## src/rtl/hazard_pkg.sv

```systemverilog
// Shared hazard-control types and default sizes, also used by the forwarding
// unit and decode.
package hazard_pkg;

   localparam int REG_W_DEF     = 4;
   localparam int DRAIN_CYC_DEF = 3;
   localparam int CNT_W_DEF     = 16;

   typedef enum logic [1:0] {
      RUN      = 2'd0,
      MEM_WAIT = 2'd1,
      DRAIN    = 2'd2,
      HALTED   = 2'd3
   } hz_state_t;

endpackage

```

## src/rtl/hazard_ctrl_sat_counter.sv

```systemverilog
// Saturating up-counter with a synchronous clear that wins over the increment.
module sat_counter #(
   parameter int W = 16
) (
   input  logic         clk,
   input  logic         rst_n,
   input  logic         i_inc,
   input  logic         i_clr,
   output logic [W-1:0] o_cnt
);

   logic [W-1:0] r_cnt;

   always_ff @(posedge clk or negedge rst_n) begin
      if (!rst_n) begin
         r_cnt <= '0;
      end else if (i_clr) begin
         r_cnt <= '0;
      end else if (i_inc && (r_cnt != '1)) begin
         r_cnt <= r_cnt + 1'b1;
      end
   end

   assign o_cnt = r_cnt;

endmodule

```

## src/rtl/hazard_ctrl.sv

```systemverilog
// Pipeline hazard/stall controller: load-use stalls, memory-wait freeze,
// taken-branch squash and halt/drain/resume sequencing, plus a stall counter.
module hazard_ctrl
   import hazard_pkg::*;
#(
   parameter int REG_W     = REG_W_DEF,
   parameter int DRAIN_CYC = DRAIN_CYC_DEF,
   parameter int CNT_W     = CNT_W_DEF
) (
   input  logic             clk,
   input  logic             rst_n,
   input  logic [REG_W-1:0] i_id_rs1,
   input  logic [REG_W-1:0] i_id_rs2,
   input  logic             i_id_rs1_vld,
   input  logic             i_id_rs2_vld,
   input  logic [REG_W-1:0] i_ex_reg_dst,
   input  logic             i_ex_wr,
   input  logic             i_ex_is_load,
   input  logic             i_ex_br_taken,
   input  logic             i_mem_req,
   input  logic             i_mem_ack,
   input  logic             i_id_halt,
   input  logic             i_resume,
   input  logic             i_stall_cnt_clr,
   output logic             o_pc_hold,
   output logic             o_if_id_hold,
   output logic             o_id_ex_hold,
   output logic             o_ex_mem_hold,
   output logic             o_if_id_flush,
   output logic             o_id_ex_flush,
   output logic             o_id_ex_bubble,
   output logic             o_mem_wb_bubble,
   output logic             o_halted,
   output logic [CNT_W-1:0] o_stall_cnt
);

   localparam int DW = $clog2(DRAIN_CYC + 1);
   localparam logic [DW-1:0] LP_DRAIN = DW'(DRAIN_CYC);

   hz_state_t     r_state, w_state_next;
   logic [DW-1:0] r_drain, w_drain_next;

   logic w_mem_stall, w_src_match, w_load_use, w_halt_go;
   logic w_pc_hold, w_if_id_hold, w_id_ex_hold, w_ex_mem_hold;
   logic w_if_id_flush, w_id_ex_flush, w_id_ex_bubble, w_mem_wb_bubble, w_halted;

   assign w_mem_stall = (((r_state == RUN) || (r_state == DRAIN)) && i_mem_req && !i_mem_ack)
                      || ((r_state == MEM_WAIT) && !i_mem_ack);

   assign w_src_match = (i_id_rs1_vld && (i_id_rs1 == i_ex_reg_dst))
                      || (i_id_rs2_vld && (i_id_rs2 == i_ex_reg_dst));

   // A taken branch squashes the ID instruction, so its hazard is moot.
   assign w_load_use = !w_mem_stall && !i_ex_br_taken && i_ex_is_load && i_ex_wr && w_src_match;
   assign w_halt_go  = (r_state == RUN) && i_id_halt && !w_mem_stall && !i_ex_br_taken && !w_load_use;

   always_ff @(posedge clk or negedge rst_n) begin
      if (!rst_n) begin
         r_state <= RUN;
         r_drain <= '0;
      end else begin
         r_state <= w_state_next;
         r_drain <= w_drain_next;
      end
   end

   always_comb begin
      w_state_next    = r_state;
      w_drain_next    = r_drain;
      w_pc_hold       = 1'b0;
      w_if_id_hold    = 1'b0;
      w_id_ex_hold    = 1'b0;
      w_ex_mem_hold   = 1'b0;
      w_if_id_flush   = 1'b0;
      w_id_ex_flush   = 1'b0;
      w_id_ex_bubble  = 1'b0;
      w_mem_wb_bubble = 1'b0;
      w_halted        = 1'b0;
      if (w_mem_stall) begin
         w_pc_hold       = 1'b1;
         w_if_id_hold    = 1'b1;
         w_id_ex_hold    = 1'b1;
         w_ex_mem_hold   = 1'b1;
         w_mem_wb_bubble = 1'b1;
         if (r_state == RUN) begin
            w_state_next = MEM_WAIT;
         end
      end else begin
         if (i_ex_br_taken) begin
            w_if_id_flush = 1'b1;
            w_id_ex_flush = 1'b1;
         end else if (w_load_use) begin
            w_pc_hold      = 1'b1;
            w_if_id_hold   = 1'b1;
            w_id_ex_bubble = 1'b1;
         end
         case (r_state)
            RUN: begin
               if (w_halt_go) begin
                  w_pc_hold     = 1'b1;
                  w_if_id_flush = 1'b1;
                  w_drain_next  = LP_DRAIN;
                  w_state_next  = DRAIN;
               end
            end
            MEM_WAIT: w_state_next = RUN;
            DRAIN: begin
               w_pc_hold     = 1'b1;
               w_if_id_flush = 1'b1;
               w_drain_next  = r_drain - 1'b1;
               if (r_drain <= 1) begin
                  w_state_next = HALTED;
               end
            end
            HALTED: begin
               w_pc_hold     = 1'b1;
               w_if_id_flush = 1'b1;
               w_halted      = 1'b1;
               if (i_resume) begin
                  w_state_next = RUN;
               end
            end
            default: w_state_next = RUN;
         endcase
      end
   end

   // Outputs are forced low for the whole time reset is asserted.
   assign o_pc_hold       = w_pc_hold       & rst_n;
   assign o_if_id_hold    = w_if_id_hold    & rst_n;
   assign o_id_ex_hold    = w_id_ex_hold    & rst_n;
   assign o_ex_mem_hold   = w_ex_mem_hold   & rst_n;
   assign o_if_id_flush   = w_if_id_flush   & rst_n;
   assign o_id_ex_flush   = w_id_ex_flush   & rst_n;
   assign o_id_ex_bubble  = w_id_ex_bubble  & rst_n;
   assign o_mem_wb_bubble = w_mem_wb_bubble & rst_n;
   assign o_halted        = w_halted        & rst_n;

   sat_counter #(.W(CNT_W)) u_stall_cnt (
      .clk   (clk),
      .rst_n (rst_n),
      .i_inc (w_mem_stall | w_load_use),
      .i_clr (i_stall_cnt_clr),
      .o_cnt (o_stall_cnt)
   );

endmodule

```

## config.mk

```make
export PLATFORM = sky130hd
export DESIGN_NAME = hazard_ctrl
export DESIGN_NICKNAME = d
export VERILOG_FILES = /design/src/rtl/hazard_pkg.sv /design/src/rtl/hazard_ctrl_sat_counter.sv /design/src/rtl/hazard_ctrl.sv
export SDC_FILE = /design/constraint.sdc
export NUM_CORES = 1
export LEC_CHECK = 0
export CORE_MARGIN = 4
export CORE_UTILIZATION = 45
export DETAILED_ROUTE_END_ITERATION = 8
export PLACE_DENSITY = 0.77
export SYNTH_ARGS = -nofsm -noshare
export SYNTH_HDL_FRONTEND = slang
export SYNTH_HIERARCHICAL = 1
export SYNTH_SLANG_ARGS = --single-unit
```

## constraint.sdc

```tcl
create_clock -name clk -period 3.1 [get_ports clk]
set_clock_uncertainty 0.1 [all_clocks]
set_input_delay 0.93 -clock clk [delete_from_list [all_inputs] [get_ports clk]]
set_output_delay 0.93 -clock clk [all_outputs]
set_load 0.005 [all_outputs]
```

# Word level (Yosys, flattened, before mapping)
# Index checks and enable logic that the tools add are counted.
totals:
  out_inout_bits: 25
  memories: 0
  input_bits: 24
  latch_bits: 0
  romBits: 0
  wordCells: 78
  register_bits: 20
  mem_bits_rw: 0
op_classes:
  div_mod_pow: 0
  magnitude_cmp: 1
  n_bitwise: 9
  n_shift: 0
  eq_ne: 11
  muxes: 25
  n_mul: 0
  n_reduce_logical: 27
  add_sub_neg: 2
op_table:
  columns: ["operator", "count"]
  rows:
  - ["$mux W16", 2]
  - ["$add A16 B1 Y16 const B", 1]
  - ["$ne A16 B16 Y1 const B", 1]
  - ["$logic_and A1 B1 Y1", 14]
  - ["$mux W1", 13]
  - ["$mux W2", 6]
  - ["$eq A4 B4 Y1", 2]
  - ["$pmux W2 S4", 1]
  - ["$and A1 B1 Y1", 7]
  - ["$ne A3 B3 Y1 const B", 2]
  - ["$eq A2 B2 Y1 const B", 2]
  - ["$logic_not A1 Y1", 4]
  - ["$pmux W1 S2", 2]
  - ["$pmux W2 S2", 1]
  - ["$reduce_and A4 Y1", 1]
  - ["$reduce_bool A2 Y1", 2]
  - ["$logic_or A1 B1 Y1", 3]
  - ["$ne A3 B2 Y1 const B", 1]
  - ["$reduce_and A3 Y1", 1]
  - ["$eq A2 B1 Y1 const B", 1]
  - ["$le A2 B1 Y1 const B", 1]
  - ["$logic_not A2 Y1", 1]
  - ["$ne A2 B1 Y1 const B", 1]
  - ["$ne A2 B2 Y1 const B", 1]
  - ["other kinds (4)", 4]

# Longest topological paths before layout
# Gate-level depths: netlist (run 1).
depth:
  ltp_word: 16
  mapped_depth: 10
  mapped_depth_nobuf: 8

# Cells and area by module
# Netlist (run 1), hierarchy kept.
by_module_without_submodules:
  columns: ["mod", "instances", "cells_each", "area_per_inst_um2"]
  rows:
  - ["sat_counter", 1, 98, 942.2]
  - ["hazard_ctrl", 1, 58, 449.2]

# Worst setup path after synthesis (run 1)
# Ideal clock, no wire load.
synth_timing:
  kind: "input-to-reg"
  from: "input port i_id_rs1[3]"
  to: "register u_stall_cnt.r_cnt[3] (netlist: u_stall_cnt/o_cnt[3])"
  setup_ps: 78
  path_slack_ps: 312
  arrival_ps: 2610
  cell_stages: 8
  required_time_ps: 2922
  path_buffers: 1
  cell_sequence: "xor2_1 -> nor4_1 -> o21ai_2 -> nand2_2 -> inv_1 -> clkbuf_1 -> or4_2 -> a21oi_1"
synth_via:
  elab_chain_len: 7
synth_lines:
  columns: ["item", "line_no", "source"]
  rows:
  - ["from (decl)", "hazard_ctrl.sv:12", "input logic [REG_W-1:0] i_id_rs1,"]
  - ["$eq A4 B4 Y1", "hazard_ctrl.sv:50", "assign w_src_match = (i_id_rs1_vld && (i_id_rs1 == i_ex_reg_dst))"]
  - ["$logic_and A1 B1 Y1", "hazard_ctrl.sv:50", null]
  - ["$logic_or A1 B1 Y1", "hazard_ctrl.sv:51", "|| (i_id_rs2_vld && (i_id_rs2 == i_ex_reg_dst));"]
  - ["$logic_and A1 B1 Y1", "hazard_ctrl.sv:54", "assign w_load_use = !w_mem_stall && !i_ex_br_taken && i_ex_is_load && i_ex_wr && w_src_match;"]
  - ["$or A1 B1 Y1", "hazard_ctrl.sv:142", ".i_inc (w_mem_stall | w_load_use),"]
  - ["$logic_and A1 B1 Y1", "hazard_ctrl_sat_counter.sv:19", "end else if (i_inc && (r_cnt != '1)) begin"]
  - ["$reduce_bool A2 Y1 (no line)", null, null]
  - ["to (signal assigned)", "hazard_ctrl_sat_counter.sv:20", "r_cnt <= r_cnt + 1'b1;"]
  - ["to (decl)", "hazard_ctrl_sat_counter.sv:12", "logic [W-1:0] r_cnt;"]
# Every way passes these cells.
# A chain may end at the register's enable or synchronous reset.

# Worst setup path after layout (run 1)
layout_timing:
  from: "input port i_ex_reg_dst[2]"
  to: "output port o_pc_hold"
layout_via:
  elab_chain_len: 10
  word_cells_on_any_way: 14
  classes_between: "eq/ne: 2; mux: 5; bitwise: 1; reduce/logical: 6"
layout_lines:
  columns: ["item", "line_no", "source"]
  rows:
  - ["from (decl)", "hazard_ctrl.sv:16", "input logic [REG_W-1:0] i_ex_reg_dst,"]
  - ["$eq A4 B4 Y1, on equally long branches", "hazard_ctrl.sv:50, hazard_ctrl.sv:51", null]
  - ["$logic_and A1 B1 Y1, on equally long branches", "hazard_ctrl.sv:50, hazard_ctrl.sv:51", null]
  - ["$logic_or A1 B1 Y1 *", "hazard_ctrl.sv:51", null]
  - ["$logic_and A1 B1 Y1 *", "hazard_ctrl.sv:54", null]
  - ["$mux W1 / $logic_not A1 Y1 (equally long branches)", "hazard_ctrl.sv:92, hazard_ctrl.sv:55", null]
  - ["$mux W1 / $logic_and A1 B1 Y1 (equally long branches)", "hazard_ctrl.sv:89, hazard_ctrl.sv:55", null]
  - ["$mux W1", "hazard_ctrl.sv:99", "if (w_halt_go) begin"]
  - ["$pmux W1 S2 *", "hazard_ctrl.sv:97", "case (r_state)"]
  - ["$mux W1 *", "hazard_ctrl.sv:79", "if (w_mem_stall) begin"]
  - ["$and A1 B1 Y1 *", "hazard_ctrl.sv:129", "assign o_pc_hold = w_pc_hold & rst_n;"]
  - ["to (decl)", "hazard_ctrl.sv:25", "output logic o_pc_hold,"]
# Mark *: on every way between the ends. The rest lies on a longest branch, timed or not.

==> impl_metrics.py, run 1 <==
metrics = {
    "drt": {
        "drc_errors": 0,
        "drt_wl_total_um": 4490,
        "drt-initial-drc-count": 122,
        "firstDrtPassIters": 4,
        "postRouteAntennaNets": 0,
        "drt-wirelength-per-cell_um": 17.6,
        "post_drt_via_cell_ratio": 5.83,
        "vias": 1492,
    },
    "finish": {
        "syn2layout_area_growth_pct": 60.3,
        "fin_util_pct": 78.2,
        "drive_above_1_share_pct": 38.2,
        "layout.nets": 252,
        "n_antenna_cell": 0,
    },
    "outcome": {
        "outcome": "finished with violations",
        "violations": "setup timing",
    },
    "yosys": {
        "synth_seq_area_share_pct": 36.0,
        "synth.distinct_cells": 43,
        "ys_seq_elements": 20,
        "syn-num-nets": 182,
        "yosys_warnings": 6,
        "synth_mux_area_share_pct": 3.24,
        "synth-xor-area-share_pct": 5.04,
        "yosys.area_share.simple_pct": 31.9,
        "synth_cells": 156,
        "synth_adder_area_share_pct": 1.80,
        "synth_top_family_by_area": "simple AND/OR/NAND/NOR gates",
        "synth_compound_area_share_pct": 17.1,
        "avgSynthCellArea_um2": 8.92,
        "synth_area_um2": 1390,
    },
    "min_path": {
        "min-delay-start": "u_stall_cnt/o_cnt[10]$_DFFE_PN0P_",
        "min_path_type": "flip-flop to flip-flop",
        "min_to": "u_stall_cnt/o_cnt[10]$_DFFE_PN0P_",
        "holdPathStages": 2,
    },
    "die": {
        "die_h_um": 63.6,
        "start_util_pct": 48.8,
        "coreArea_um2": 2850,
        "rows": 19,
        "die-area_um2": 4050,
        "die_w_um": 63.6,
        "ios": 49,
    },
    "timing": {
        "period_minus_slack_ps": 3120,
        "period_share_pct": 101,
        "final_hold_viol_count": 0,
        "worst_slew_pin_slew_ps": 876,
        "slew_headroom_pct": 41.4,
        "fmax_ghz": 0.321,
        "rsz0062_at_grt": "true",
        "setup_slack_ps": -17.3,
        "finalSetupViolCount": 1,
        "drv_slew": 0,
    },
    "power": {
        "power_w": 0.00105,
        "power_frac_seq_pct": 31.0,
        "swShare_pct": 33.8,
        "powerDensity_nw_per_um2": 470,
        "power.leakage_nw": 0.968,
        "net-switching-power_w": 0.000355,
        "p_int_w": 0.000695,
        "ir_drop_uv": 310,
        "comb_power_share_pct": 48.3,
        "clkPwrFrac_pct": 20.7,
    },
    "worst_setup_path": {
        "crit_slowest_cell": "o31a_1",
        "startpoint_type": "input port",
        "path_class": "input port to output pin",
        "worst_r2r_startpoint": "r_state[0]$_DFFE_PN0P_",
        "cp_max_fo": 2,
        "cpPeakStageDelay_ps": 290,
        "r2r_end": "u_stall_cnt/o_cnt[7]$_DFFE_PN0P_",
        "reg2regPathDepth": 13,
        "crit_path_start": "i_ex_reg_dst[2]",
        "cp-end-kind": "output pin",
        "arrival_ps": 2090,
        "required_ps": 2070,
        "worstPathCellList": "buf_8 > xnor2_2 > nand2_1 > nor4_2 > o21ai_2 > nand2_2 > buf_6 > o31a_1 > buf_2",
        "rrSetupSlack_ps": 520,
    },
    "grt": {
        "grt_pass1_vias": 1576,
        "grt_overflow": 0,
        "antenna_found_initial": 0,
        "grt_max_degree": 21,
        "grt_first_pass_wirelength_um": 7550,
        "grtUsageTotal_pct": 22.9,
    },
    "clock_tree": {
        "clock_path_buffers": 2,
        "clock_sinks": 20,
        "cts_buffers": 3,
        "cts_tree": "built",
        "clockRootBuffer": "clkbuf_4",
        "htreeDepth": 1,
        "cts_hold_buf": 0,
        "clkSlewWorstSetupHoldPaths_ps": 110,
        "worstSkewPairLatency_ps": 310,
    },
    "placement": {
        "portBuffers": 48,
        "gp_congestion": 0.778,
        "post-dp-hpwl_um": 3090,
        "place_ws_ps": -694,
    },
    "job": {
        "maxCapViolCount": 0,
    },
}
[per-stage QoR]
stage / hold WS, ps / instances / setup TNS [ps] / instance area [µm²]
global route: 557 / 256 / -214 / 2230
floorplan: 437 / 156 / 0 / 1390
detailed placement: 465 / 240 / -8010 / 1970
global placement: 462 / 240 / -7020 / 1970
CTS: 503 / 256 / 0 / 2170
finish: 503 / 256 / -17.3 / 2230
[worst max path at each step]
stage,endpoint,slack (ps),depth (start not counted)
floorplan,u_stall_cnt/o_cnt[3]$_DFFE_PN0P_,310,8
global placement,o_pc_hold,-650,7
detailed placement,o_pc_hold,-690,7
CTS,o_if_id_flush,1,9
global route,o_pc_hold,-80,9
finish,o_pc_hold,-20,9
[layer usage]
metal / vias to the layer above / GRT usage, % / share of wire [%]
met4: 0 / 4.04 / 0.22
met5: - / 0 / 0
met3: 2 / 3.91 / 4.7
met2: 44 / 42.5 / 54
li1: 716 / - / -
met1: 730 / 27.5 / 41
[placed cells by master, fill, tap and decap left out, drive strengths merged, types with 4 or more instances in the layout]
cell and count:
a21oi 17, and3 4, buf 40, clkbuf 5, clkdlybuf4s50 20, dfrtp 20
dlygate4sd2 10, inv 5, mux2 4, nand2 18, nand3 4, nand4 7
nor2 8, nor2b 4, nor4 7, o21ai 7, o31ai 7, or4 7
xor2 6
[power by group through the flow]
stage | clock [W] | sequential [W] | combinational (W)
global placement | 0 | 0.000325 | 0.000369
floorplan | 0 | 0.000320 | 0.000203
detailed placement | 0 | 0.000327 | 0.000383
CTS | 0.000220 | 0.000323 | 0.000490
global route | 0.000235 | 0.000331 | 0.000547
finish | 0.000217 | 0.000326 | 0.000507
[cell type report]
type,instances,area [µm²]
clock buffers,3,22.5
flip-flops and latches,20,500
clock inverters,1,30.0
multi-input cells,122,947
fillers,196,622
inverters,6,26.3
well taps,31,38.8
repair buffers,73,666
[registers in the layout, indices dropped and copies added (netlist names)]
register / cells
r_drain: 2
u_stall_cnt/o_cnt: 16
r_state: 2
[cell families after synthesis]
group	Yosys count
compound gates	36
xor+xnor	8
fa+ha+maj	2
buf+inv	14
flops	20
mux	4
simple gates	72
[synthesized netlist by cell type]
library cell	number	area (µm²)
a211oi_2	1	12.5
o31a_1	1	8.76
o21ai_2	1	8.76
and4_1	1	8.76
o21ai_0	3	15.0
nand2b_1	1	6.26
mux2_1	4	45.0
nor3_1	2	10.0
or4_1	5	37.5
a31oi_1	1	6.26
dfrtp_1	20	500
nor4_4	1	21.3
nor2b_1	4	25.0
o211ai_2	1	12.5
nand4_1	6	37.5
o21ai_1	3	15.0
a21oi_2	4	35.0
nand3b_1	1	7.51
buf_4	2	15.0
clkbuf_1	4	15.0
nand2_1	15	56.3
ha_1	2	25.0
and3_1	4	25.0
xor2_1	6	52.6
nand3_1	4	20.0
buf_2	1	5.00
nor2_1	8	30.0
a21oi_1	13	65.1
nand2b_4	1	13.8
nor4_2	1	12.5
nor4_1	5	31.3
nand2_2	3	18.8
or3_2	1	7.51
buf_6	1	11.3
or3_1	2	12.5
o31ai_1	7	52.6
o22ai_1	1	6.26
and2_1	2	12.5
nand4_2	1	12.5
or4_2	2	17.5
xnor2_1	2	17.5
inv_1	6	22.5
and4_2	2	20.0
[critical path: cells and delay by family]
kind,cells,cell delay [ps]
and+or+nand+nor,3,230
AOI/OAI and AO/OA,2,470
xor gates and xnor gates,1,120
buffers and inverters,3,340
[timing repair]
item | CTS | global route
pin swaps | 26 | 13
cloned | 1 | 0
gates resized for setup | 90 | 20
endpoints found under the setup margin | 13 | 16
buffers inserted | 12 | 2
Power figures use the tool's default switching activity.
==> run 2: changes to the inputs <==
--- a/config.mk
+++ b/config.mk
@@ -5,6 +5,7 @@
 export SDC_FILE = /design/constraint.sdc
 export NUM_CORES = 1
 export LEC_CHECK = 0
+export CORE_ASPECT_RATIO = 0.8
 export CORE_MARGIN = 4
 export CORE_UTILIZATION = 45
 export DETAILED_ROUTE_END_ITERATION = 8
==> impl_metrics.py, run 2 (same netlist as run 1, synthesis figures left out) <==
metrics = {
    "timing": {
        "worst_slew_pin_slew_ps": 463,
        "final_hold_viol_count": 0,
        "period_minus_slack_ps": 3080,
        "finalSetupViolCount": 0,
        "rsz0062_at_grt": "true",
        "drv_slew": 0,
        "fin_setup_tns_ps": 0,
        "period_share_pct": 99.4,
        "slew_headroom_pct": 69.0,
        "fmax_ghz": 0.325,
    },
    "grt": {
        "grt_pass1_vias": 1424,
        "grt_max_degree": 21,
        "grt_first_pass_wirelength_um": 6730,
        "grt_overflow": 0,
        "antenna_found_initial": 0,
        "grtUsageTotal_pct": 20.5,
    },
    "placement": {
        "portBuffers": 48,
        "gp_congestion": 0.809,
        "dpl.cell_count": 246,
        "post-dp-hpwl_um": 3120,
        "placed_cell_area_um2": 1960,
    },
    "finish": {
        "n_fill_cell": 223,
        "design_area_um2": 2080,
        "largest_reg_flops": 16,
        "layout.nets": 244,
        "layout_common_cells": "clkdlybuf4s50_1, dfrtp_1, buf_4, nand2_1, a21oi_1",
        "syn2layout_area_growth_pct": 49.8,
        "drive_above_1_share_pct": 31.3,
        "stdcell_count": 255,
        "n_antenna_cell": 0,
    },
    "drt": {
        "vias": 1474,
        "drt_wl_total_um": 4230,
        "drt-wirelength-per-cell_um": 16.6,
        "firstDrtPassIters": 5,
        "postRouteAntennaNets": 0,
        "post_drt_via_cell_ratio": 5.78,
        "drc_errors": 0,
        "drt-initial-drc-count": 103,
    },
    "power": {
        "comb_power_share_pct": 44.1,
        "swShare_pct": 35.1,
        "ir_drop_uv": 258,
        "power.leakage_nw": 0.914,
        "net-switching-power_w": 0.000329,
        "powerDensity_nw_per_um2": 449,
        "clkPwrFrac_pct": 21.4,
        "power_frac_seq_pct": 34.5,
        "p_int_w": 0.000608,
        "power_w": 0.000937,
    },
    "clock_tree": {
        "cts_tree": "built",
        "clock_sinks": 20,
        "clockRootBuffer": "clkbuf_8",
        "clkSlewWorstSetupHoldPaths_ps": 70,
        "worstSkewPairLatency_ps": 260,
        "clock_path_buffers": 2,
        "htreeDepth": 1,
        "cts_buffers": 3,
        "cts_hold_buf": 0,
    },
    "worst_setup_path": {
        "startpoint_type": "input port",
        "rrSetupSlack_ps": 490,
        "worst_r2r_startpoint": "r_state[0]$_DFFE_PN0P_",
        "path_class": "input port to output pin",
        "cp_max_fo": 3,
        "arrival_ps": 2050,
        "r2r_end": "u_stall_cnt/o_cnt[10]$_DFFE_PN0P_",
        "required_ps": 2070,
        "reg2regPathDepth": 12,
        "crit_path_start": "i_id_rs1[1]",
        "crit_end": "o_if_id_hold",
        "cp-end-kind": "output pin",
    },
    "die": {
        "rows": 17,
        "die_h_um": 57.7,
        "start_util_pct": 48.8,
        "die_w_um": 70.2,
        "die-area_um2": 4050,
        "coreArea_um2": 2850,
        "ios": 49,
    },
    "min_path": {
        "min_path_type": "flip-flop to flip-flop",
    },
    "job": {
        "maxCapViolCount": 0,
    },
    "outcome": {
        "outcome": "finished clean",
    },
}
[run 2: cell count changes in the layout (fill, tap and decap cells not counted), moves of 3 or more]
cell / change
a21oi_1: +5
a21oi_2: -5
buf_2: -4
buf_6: -4
clkbuf_2: +4
clkbuf_8: +4
clkbuf_4: -3
nor4_1: +3
or4_4: -3
[run 2: how the worst min path moves through the flow]
| stage | from | to | cells past startpoint | slack (ps) |
|---|---|---|---|---|
| after floorplan | r_drain[1]$_DFFE_PN0P_ | r_drain[1]$_DFFE_PN0P_ | 2 | 440 |
| after global placement | r_drain[1]$_DFFE_PN0P_ | r_drain[1]$_DFFE_PN0P_ | 2 | 460 |
| after detailed placement | r_drain[1]$_DFFE_PN0P_ | r_drain[1]$_DFFE_PN0P_ | 2 | 480 |
| after CTS | r_drain[1]$_DFFE_PN0P_ | r_drain[1]$_DFFE_PN0P_ | 2 | 500 |
| after global routing | r_drain[1]$_DFFE_PN0P_ | r_drain[1]$_DFFE_PN0P_ | 2 | 540 |
| final | r_drain[1]$_DFFE_PN0P_ | r_drain[1]$_DFFE_PN0P_ | 2 | 500 |
[run 2: power by group through the flow]
stage | Sequential, W | Clock [W] | Combinational (W)
floorplan | 0.000320 | 0 | 0.000203
global placement | 0.000325 | 0 | 0.000357
detailed placement | 0.000327 | 0 | 0.000379
CTS | 0.000322 | 0.000203 | 0.000390
global route | 0.000328 | 0.000212 | 0.000452
finish | 0.000323 | 0.000201 | 0.000413
[run 2: worst max-delay path, stage by stage]
cell,delay (ps)
buf_6,90
xnor2_2,130
nand2_1,100
nor4_4,290
o21ai_2,120
nand2_2,80
buf_6,100
and2_4,130
buf_6,80
[run 2: per-layer routing]
metal	GRT usage [%]	share of wire, %
met2	36.1	50
met3	3.47	5.2
met4	5.74	1.7
met1	26.1	44
met5	0	0
[run 2: per-stage QoR]
step | hold WS (ps) | worst slack (ps) | util, %
3_5_place_dp | 479 | -768 | 68.9
3_3_place_gp | 456 | -642 | 68.9
2_1_floorplan | 437 | 312 | -
4_1_cts | 496 | -4.29 | 71.6
6_report | 497 | 19.0 | 73.1
5_1_grt | 538 | -101 | 73.1
[run 2: area by class of cell]
cell class | count | area [µm²] | share of cell area [%]
clock buffer | 4 | 55.1 | 2.64
multi-input combinational | 122 | 913 | 43.8
inverter | 6 | 22.5 | 1.08
tap | 38 | 47.5 | 2.28
sequential | 20 | 500 | 24.0
timing repair buffer | 65 | 546 | 26.2
[run 2: timing repair]
| action | 4_1_cts | 5_1_grt |
|---|---|---|
| setup buffers | 4 | 1 |
| resized for setup | 73 | 22 |
| pin swaps | 18 | 11 |
| setup endpoints to repair | 19 | 7 |
==> run 3: changes to the inputs <==
--- a/config.mk
+++ b/config.mk
@@ -6,7 +6,7 @@
 export NUM_CORES = 1
 export LEC_CHECK = 0
 export CORE_ASPECT_RATIO = 0.8
-export CORE_MARGIN = 4
+export CORE_MARGIN = 3
 export CORE_UTILIZATION = 45
 export DETAILED_ROUTE_END_ITERATION = 8
 export PLACE_DENSITY = 0.77
==> impl_metrics.py, run 3 (same netlist as run 1, synthesis figures left out) <==
metrics = {
    "power": {
        "power_w": 0.000896,
        "ir_drop_uv": 254,
        "powerDensity_nw_per_um2": 441,
        "power.leakage_nw": 0.887,
    },
    "die": {
        "ios": 49,
        "coreArea_um2": 2850,
        "start_util_pct": 48.8,
        "die_h_um": 55.7,
        "die_w_um": 68.2,
        "die-area_um2": 3800,
        "rows": 17,
    },
    "placement": {
        "gp_congestion": 0.848,
        "post-dp-hpwl_um": 2930,
        "portBuffers": 48,
        "placed_cell_area_um2": 1980,
    },
    "grt": {
        "grtUsageTotal_pct": 20.7,
        "grt_max_degree": 18,
        "grt_first_pass_wirelength_um": 6160,
        "grt_overflow": 0,
        "grt_pass1_vias": 1344,
        "antenna_found_initial": 0,
    },
    "clock_tree": {
        "clockRootBuffer": "clkbuf_8",
        "clock_sinks": 20,
        "cts_hold_buf": 0,
        "clock_path_buffers": 2,
        "htreeDepth": 1,
        "cts_tree": "built",
        "cts_buffers": 3,
        "worstSkewPairLatency_ps": 260,
        "clkSlewWorstSetupHoldPaths_ps": 70,
    },
    "finish": {
        "drive_above_1_share_pct": 28.0,
        "ff_latch_area_um2": 500,
        "layout_common_cells": "clkdlybuf4s50_1, dfrtp_1, nand2_1, buf_4, a21oi_1",
        "syn2layout_area_growth_pct": 46.0,
        "multi_input_area_um2": 883,
        "layout.nets": 241,
        "design_area_um2": 2030,
        "n_fill_cell": 230,
        "n_antenna_cell": 0,
        "largest_reg_flops": 16,
    },
    "timing": {
        "period_minus_slack_ps": 3070,
        "slew_headroom_pct": 71.6,
        "drv_slew": 0,
        "hold-worst-slack_ps": 499,
        "worst_slew_pin_slew_ps": 422,
        "final_hold_viol_count": 0,
        "period_share_pct": 99.0,
        "fmax_ghz": 0.326,
        "finalSetupViolCount": 0,
    },
    "worst_setup_path": {
        "required_ps": 2070,
        "cp-end-kind": "output pin",
        "rrSetupSlack_ps": 660,
        "reg2regPathDepth": 10,
        "path_class": "input port to output pin",
        "cp_max_fo": 3,
        "arrival_ps": 2040,
        "startpoint_type": "input port",
    },
    "drt": {
        "firstDrtPassIters": 4,
        "drt_wl_total_um": 3960,
        "post_drt_via_cell_ratio": 5.78,
        "drt-initial-drc-count": 154,
        "drc_errors": 0,
        "vias": 1457,
        "drt-wirelength-per-cell_um": 15.7,
        "postRouteAntennaNets": 0,
    },
    "job": {
        "maxCapViolCount": 0,
    },
    "min_path": {
        "min_path_type": "flip-flop to flip-flop",
        "holdPathStages": 2,
    },
    "outcome": {
        "outcome": "finished clean",
    },
}
## run 3: power by group
part / internal (W) / leakage, nW / total (W) / switching [W]
logic: 0.000185 / 0.586 / 0.000376 / 0.000192
registers: 0.000292 / 0.272 / 0.000324 / 0.0000318
clock network: 0.000113 / 0.0288 / 0.000196 / 0.0000829
total: 0.000589 / 0.887 / 0.000896 / 0.000306
## run 3: area by class of cell
class	count	area share (%)
sequential	20	24.6
timing repair buffer	62	25.7
clock buffer	4	2.71
multi-input combinational	122	43.5
inverter	6	1.11
tap	38	2.34
## run 3: final timing paths
path / startpoint / endpoint
max: i_ex_reg_dst[3] / o_if_id_flush
min: u_stall_cnt/o_cnt[10]$_DFFE_PN0P_ / u_stall_cnt/o_cnt[10]$_DFFE_PN0P_
max reg2reg: r_state[0]$_DFFE_PN0P_ / u_stall_cnt/o_cnt[13]$_DFFE_PN0P_
min reg2reg: u_stall_cnt/o_cnt[10]$_DFFE_PN0P_ / u_stall_cnt/o_cnt[10]$_DFFE_PN0P_
max in group asynchronous: rst_n / r_state[0]$_DFFE_PN0P_
min in group asynchronous: rst_n / u_stall_cnt/o_cnt[2]$_DFFE_PN0P_
## run 3: timing repair
| item | CTS | global route |
|---|---|---|
| buffers inserted | 2 | 1 |
| pin swaps | 17 | 11 |
| setup endpoints to repair | 12 | 4 |
| gates resized for setup | 66 | 16 |
## run 3: layer usage
layer,track usage (%),wire [µm],vias to the layer above
met5,0,0,-
met4,3.40,44,0
met3,4.44,260,7
met2,34.3,1950,63
met1,27.7,1710,696
li1,-,-,691
## run 3: stage by stage
stage               setup slack [ps]  instances  utilization [%]  TNS [ps]
floorplan                        312        156                -         0
global placement                -641        246             69.3     -6230
detailed placement              -703        246             69.3     -7470
CTS                             1.28        251             70.9         0
global route                  -0.695        252             71.2    -0.695
finish                          30.4        252             71.2         0
## run 3: worst max-delay path, stage by stage
cell and delay (ps):
buf_4 130, xor2_2 170, nor4_2 300, o21ai_2 120
buf_4 150, nand2_4 50, a21oi_2 50, buf_2 120
